`config.mk`:
```
export PLATFORM = sky130hd
export DESIGN_NAME = uart_tx
export DESIGN_NICKNAME = d
export VERILOG_FILES = /design/src/rtl/uart_pkg.sv /design/src/rtl/uart_tx.sv
export SDC_FILE = /design/constraint.sdc
export NUM_CORES = 1
export LEC_CHECK = 0
export CORE_MARGIN = 3
export CORE_UTILIZATION = 35
export CTS_BUF_LIST = sky130_fd_sc_hd__clkbuf_2
export DETAILED_ROUTE_END_ITERATION = 10
export PLACE_DENSITY = 0.64
export SLEW_MARGIN = 5
export SYNTH_ARGS = -nofsm -noshare
export SYNTH_HDL_FRONTEND = slang
export SYNTH_SLANG_ARGS = --single-unit
```
`constraint.sdc`:
```
create_clock -name clk -period 2.6 [get_ports clk]
set_clock_uncertainty 0.15 [all_clocks]
set_input_delay 0.78 -clock clk [delete_from_list [all_inputs] [get_ports clk]]
set_output_delay 0.78 -clock clk [all_outputs]
set_load 0.01 [all_outputs]
```
`src/rtl/uart_pkg.sv`:
```
// Shared UART register layout, transmitter state encoding and frame-timing constants.
// Declarations and pure helper functions only; no clocked logic lives here.
package uart_pkg;

  typedef enum logic [2:0] {IDLE, START, DATA, PARITY, STOP} tx_state_t;

  localparam int unsigned BIT_TICKS     = 16;
  localparam int unsigned STOP_TICKS_1  = 16;
  localparam int unsigned STOP_TICKS_15 = 24;
  localparam int unsigned STOP_TICKS_2  = 32;

  // Line control register, LSB-aligned so integrators can wire fields straight to uart_tx.
  typedef struct packed {
    logic       dlab;
    logic       bc;
    logic       sps;
    logic       eps;
    logic       pen;
    logic       stb;
    logic [1:0] wls;
  } csr_t;

  function automatic logic [4:0] stop_last_tick(input logic stb, input logic [1:0] wls);
    if (!stb)
      return 5'(STOP_TICKS_1 - 1);
    else if (wls == 2'b00)
      return 5'(STOP_TICKS_15 - 1);
    else
      return 5'(STOP_TICKS_2 - 1);
  endfunction

  // Only the 5+wls transmitted bits take part in the XOR.
  function automatic logic parity_bit(input logic [7:0] data, input logic [1:0] wls,
                                      input logic eps, input logic sps);
    logic [7:0] bits;
    bits = data & (8'hFF >> (2'd3 - wls));
    if (sps)
      return ~eps;
    return eps ? ^bits : ~^bits;
  endfunction

endpackage

```
`src/rtl/uart_tx.sv`:
```
// UART transmitter: FIFO-fed frames of 5-8 data bits, optional parity, 1/1.5/2 stop bits; UART_TX_BREAK_EN lets bc hold the line low.
// Start bit appears on the clk edge after a non-empty FIFO is seen; the FIFO is only popped at frame boundaries, so it just waits while tx_busy.
module uart_tx (
  input  logic       clk,
  input  logic       rst,
  input  logic       baud_tick,
  input  logic       tx_fifo_empty,
  input  logic [7:0] tx_fifo_dout,
  input  logic [1:0] wls,
  input  logic       stb,
  input  logic       pen,
  input  logic       eps,
  input  logic       sps,
  input  logic       bc,
  output logic       tx_pop,
  output logic       tx,
  output logic       tx_busy,
  output logic       temt
);
  import uart_pkg::*;

  tx_state_t  state;
  logic [7:0] shift;
  logic [4:0] cnt;
  logic [2:0] bit_idx;
  logic [1:0] wls_q;
  logic       stb_q;
  logic       pen_q;
  logic       par_q;
  logic       line;
  logic       tick_last;
  logic       load;

  assign tick_last = baud_tick &&
                     (cnt == ((state == STOP) ? stop_last_tick(stb_q, wls_q) : 5'(BIT_TICKS - 1)));
  assign load      = !tx_fifo_empty && ((state == IDLE) || (state == STOP && tick_last));
  assign temt      = tx_fifo_empty & ~tx_busy;

`ifndef UART_TX_BREAK_EN
  logic unused_bc;
  assign unused_bc = bc;
`endif

  // line holds the undisturbed serial value so tx can recover it one clk after a break ends.
  always_ff @(posedge clk or negedge rst) begin
    if (!rst) begin
      state   <= IDLE;
      shift   <= '0;
      cnt     <= '0;
      bit_idx <= '0;
      wls_q   <= '0;
      stb_q   <= 1'b0;
      pen_q   <= 1'b0;
      par_q   <= 1'b0;
      line    <= 1'b1;
      tx      <= 1'b1;
      tx_pop  <= 1'b0;
      tx_busy <= 1'b0;
    end else begin
      tx_pop <= 1'b0;
      tx     <= line;
      if (state != IDLE && baud_tick)
        cnt <= cnt + 5'd1;
      case (state)
        IDLE: ;
        START: if (tick_last) begin
          cnt   <= '0;
          state <= DATA;
          line  <= shift[0];
          tx    <= shift[0];
        end
        DATA: if (tick_last) begin
          cnt <= '0;
          if (bit_idx == 3'd4 + {1'b0, wls_q}) begin
            state <= pen_q ? PARITY : STOP;
            line  <= pen_q ? par_q : 1'b1;
            tx    <= pen_q ? par_q : 1'b1;
          end else begin
            shift   <= shift >> 1;
            bit_idx <= bit_idx + 3'd1;
            line    <= shift[1];
            tx      <= shift[1];
          end
        end
        PARITY: if (tick_last) begin
          cnt   <= '0;
          state <= STOP;
          line  <= 1'b1;
          tx    <= 1'b1;
        end
        STOP: if (tick_last) begin
          cnt     <= '0;
          state   <= IDLE;
          tx_busy <= 1'b0;
        end
        default: begin
          state   <= IDLE;
          tx_busy <= 1'b0;
          line    <= 1'b1;
        end
      endcase
      // A load overrides the STOP->IDLE exit so back-to-back frames have no idle cycle.
      if (load) begin
        state   <= START;
        tx_busy <= 1'b1;
        tx_pop  <= 1'b1;
        cnt     <= '0;
        bit_idx <= '0;
        shift   <= tx_fifo_dout;
        wls_q   <= wls;
        stb_q   <= stb;
        pen_q   <= pen;
        par_q   <= parity_bit(tx_fifo_dout, wls, eps, sps);
        line    <= 1'b0;
        tx      <= 1'b0;
      end
`ifdef UART_TX_BREAK_EN
      if (bc)
        tx <= 1'b0;
`endif
    end
  end

endmodule

```
==> flow_summary.toml <==
[timing]
rsz0062_at_grt = "false"
max_freq_mhz = 409
period_share_pct = 94.0
hold_violations = 0
setup_viol = 0
holdWs_ns = 0.337
drv_slew = 0
period_needed_ns = 2.44
tightest_slew_ns = 0.676
relSlewSlack_pct = 54.9

[critical_path]
r2r-start = "state[1]"
worst_setup_path_end_kind = "primary output"
regToRegSetupSlack_ns = 0.41
startpoint_type = "input port"
crit_path_max_fanout = 2
path_class = "input port to primary output"
startpoint = "tx_fifo_empty"
r2r_end = "shift[4]"
reg2regPathDepth = 5
critPathArrivalTime_ns = 1.51
cp-endpoint = "temt"
required_ns = 1.67

[cells_and_area]
fin_util_pct = 46.1
nNetsFinal = 228
drive_above_1_share_pct = 18.0
num_antenna_cells = 0
area_delta_synth_final_pct = 22.7

[logic_synthesis]
synth_top_family_by_area = "compound AO/OA/AOI/OAI gates"
ys_seq_elements = 28
yosys-top-cells-count = "26 x dfrtp_1, 17 x o21ai_0, 15 x nor2_1"
syn_inst = 170
synth_top_area_share_pct = 38.2
synth_compound_area_share_pct = 21.6
synth_adder_area_share_pct = 1.47
synth_nets = 191
synth-xor-area-share_pct = 8.51
synth-edff-count = 0
ys_seq_area_share_pct = 41.2
yosysUniqueCellTypes = 49
ys_async_sr_fraction_pct = 100
syn_area_um2 = 1710
synth_area_per_cell_um2 = 10.0
synth_top_area_cell = "dfrtp_1"
synth_top_flop_cell = "dfrtp_1"
yosysMostFrequentCell = "dfrtp_1"
synth_mux_area_share_pct = 8.14
yosys-top-cells-area = "dfrtp_1 38%, o21ai_0 5.0%, xnor2_1 4.1%"
yosys_warnings = 0
yosys.area_share.simple_pct = 15.6

[drt]
drt-pass1-iter-count = 4
vias = 1374
route.met3.wl_um = 61
dr.max_layer_used = "met4"
drtAntennaViolNets = 0
dr_wl_met2_um = 1600
viasPerCell = 5.07
drcViolationCount = 0
first_iter_violations = 90
drt-met1-wl_um = 1820
totalWireLength_um = 3550
wire_per_inst_um = 13.1

[outcome]
outcome = "finished, final reports clean"

[hold_path]
hp-class = "register to register"

[floorplanning]
die_w_um = 75.8
initial_utilization_pct = 37.6
die_y_um = 75.8
ios = 23
rows = 24
die-area_um2 = 5750
core_um2 = 4530

[power]
ir_drop_v = 0.000274
total_power_mw = 1.69
power_leakage_nw = 0.891
p_per_area_nw_per_um2 = 807

[clock_tree]
clock_path_buffers = 2
holdBufCountCts = 0
worst_skew_pair.late_latency_ns = 0.36
cts_made_buffers = 3
postCtsSetupBuffers = 0
tritoncts = "built"
cts-root-buf = "clkbuf_2"
clkSinkCount = 28
cts.htree.levels = 1
clk_pin_slew_ns = 0.24

[flow_run]
max_cap_viol_count = 0

[global_routing]
grt_max_degree = 29
overflow = 0
track_usage_pct = 14.2
antenna_found_initial = 0
grt_pass1_wl_um = 6290
grt_pass1_vias = 1350

[placement]
dp_hpwl_um = 2740
place.gp.congestion = 0.825
port_buffers = 21
==> where the power goes <==
part	switching, mW	internal [mW]	leakage (nW)
clock network	0.127	0.0405	0.0166
registers	0.160	0.619	0.345
logic	0.370	0.372	0.530
total	0.658	1.03	0.891
==> critical path, stage by stage <==
cell and delay (ns):
clkdlybuf4s50_1 0.47, nor2b_1 0.13, clkbuf_2 0.14
==> routing by layer <==
| metal | vias to the layer above | track usage, % |
|---|---|---|
| met2 | 17 | 20.7 |
| met3 | 4 | 1.98 |
| met1 | 658 | 20.8 |
| met5 | - | 0 |
| met4 | 0 | 6.02 |
| li1 | 695 | - |
==> registers in the layout, indices dropped and copies added, names as in the netlist <==
| signal | flops |
|---|---|
| bit_idx | 3 |
| cnt | 5 |
| line | 1 |
| par_q | 1 |
| pen_q | 1 |
| shift | 8 |
| state | 3 |
| stb_q | 1 |
| tx | 1 |
| tx_busy | 1 |
| tx_pop | 1 |
| wls_q | 2 |
==> worst min-delay path by stage <==
stage / depth (start not counted) / end / startpoint
finish: 2 / line / line
global route: 2 / line / line
CTS: 2 / line / line
detailed placement: 2 / line / line
global placement: 2 / line / line
floorplan: 2 / line / line
==> through the flow <==
step | setup slack, ns | setup TNS [ns] | instances | instance area, µm²
6_report | 0.156 | 0 | 271 | 2090
4_1_cts | 0.0197 | 0 | 271 | 2100
2_1_floorplan | 0.378 | 0 | 170 | 1710
3_5_place_dp | -0.253 | -1.13 | 267 | 2080
3_3_place_gp | -0.248 | -1.06 | 267 | 2080
5_1_grt | 0.0879 | 0 | 271 | 2090
==> cell families (layout without fill, tap and decap cells) <==
group,count (synthesis),count (layout)
buffers and inverters,11,47
AOI/OAI and AO/OA,54,54
muxes,12,12
DFF,28,28
adders and majority gates,2,2
and+or+nand+nor,48,48
xor gates and xnor gates,15,15
==> what timing repair did <==
item	4_1_cts	5_1_grt
endpoints found under the setup margin	1	1
gates resized for setup	1	2
pin swaps	0	0
==> cell type report <==
cell class              instances  area, µm²
flip-flops and latches         28        703
multi-input cells             131        943
fillers                       457       2440
well taps                      65       81.3
inverters                       7       26.3
clock buffers                   4       20.0
repair buffers                 36        318
==> cell usage in the layout, fill, tap and decap left out, drive strengths merged, types with 6 or more instances in the layout <==
| master | Yosys | routed |
|---|---|---|
| a21oi | 8 | 8 |
| xnor2 | 8 | 8 |
| buf | 4 | 15 |
| mux2i | 7 | 7 |
| o21ai | 22 | 22 |
| nor2 | 16 | 16 |
| clkdlybuf4s50 | 0 | 20 |
| dfrtp | 26 | 26 |
| nand2 | 11 | 11 |
| xor2 | 6 | 6 |
| inv | 7 | 7 |
Power figures use the tool's default switching activity.
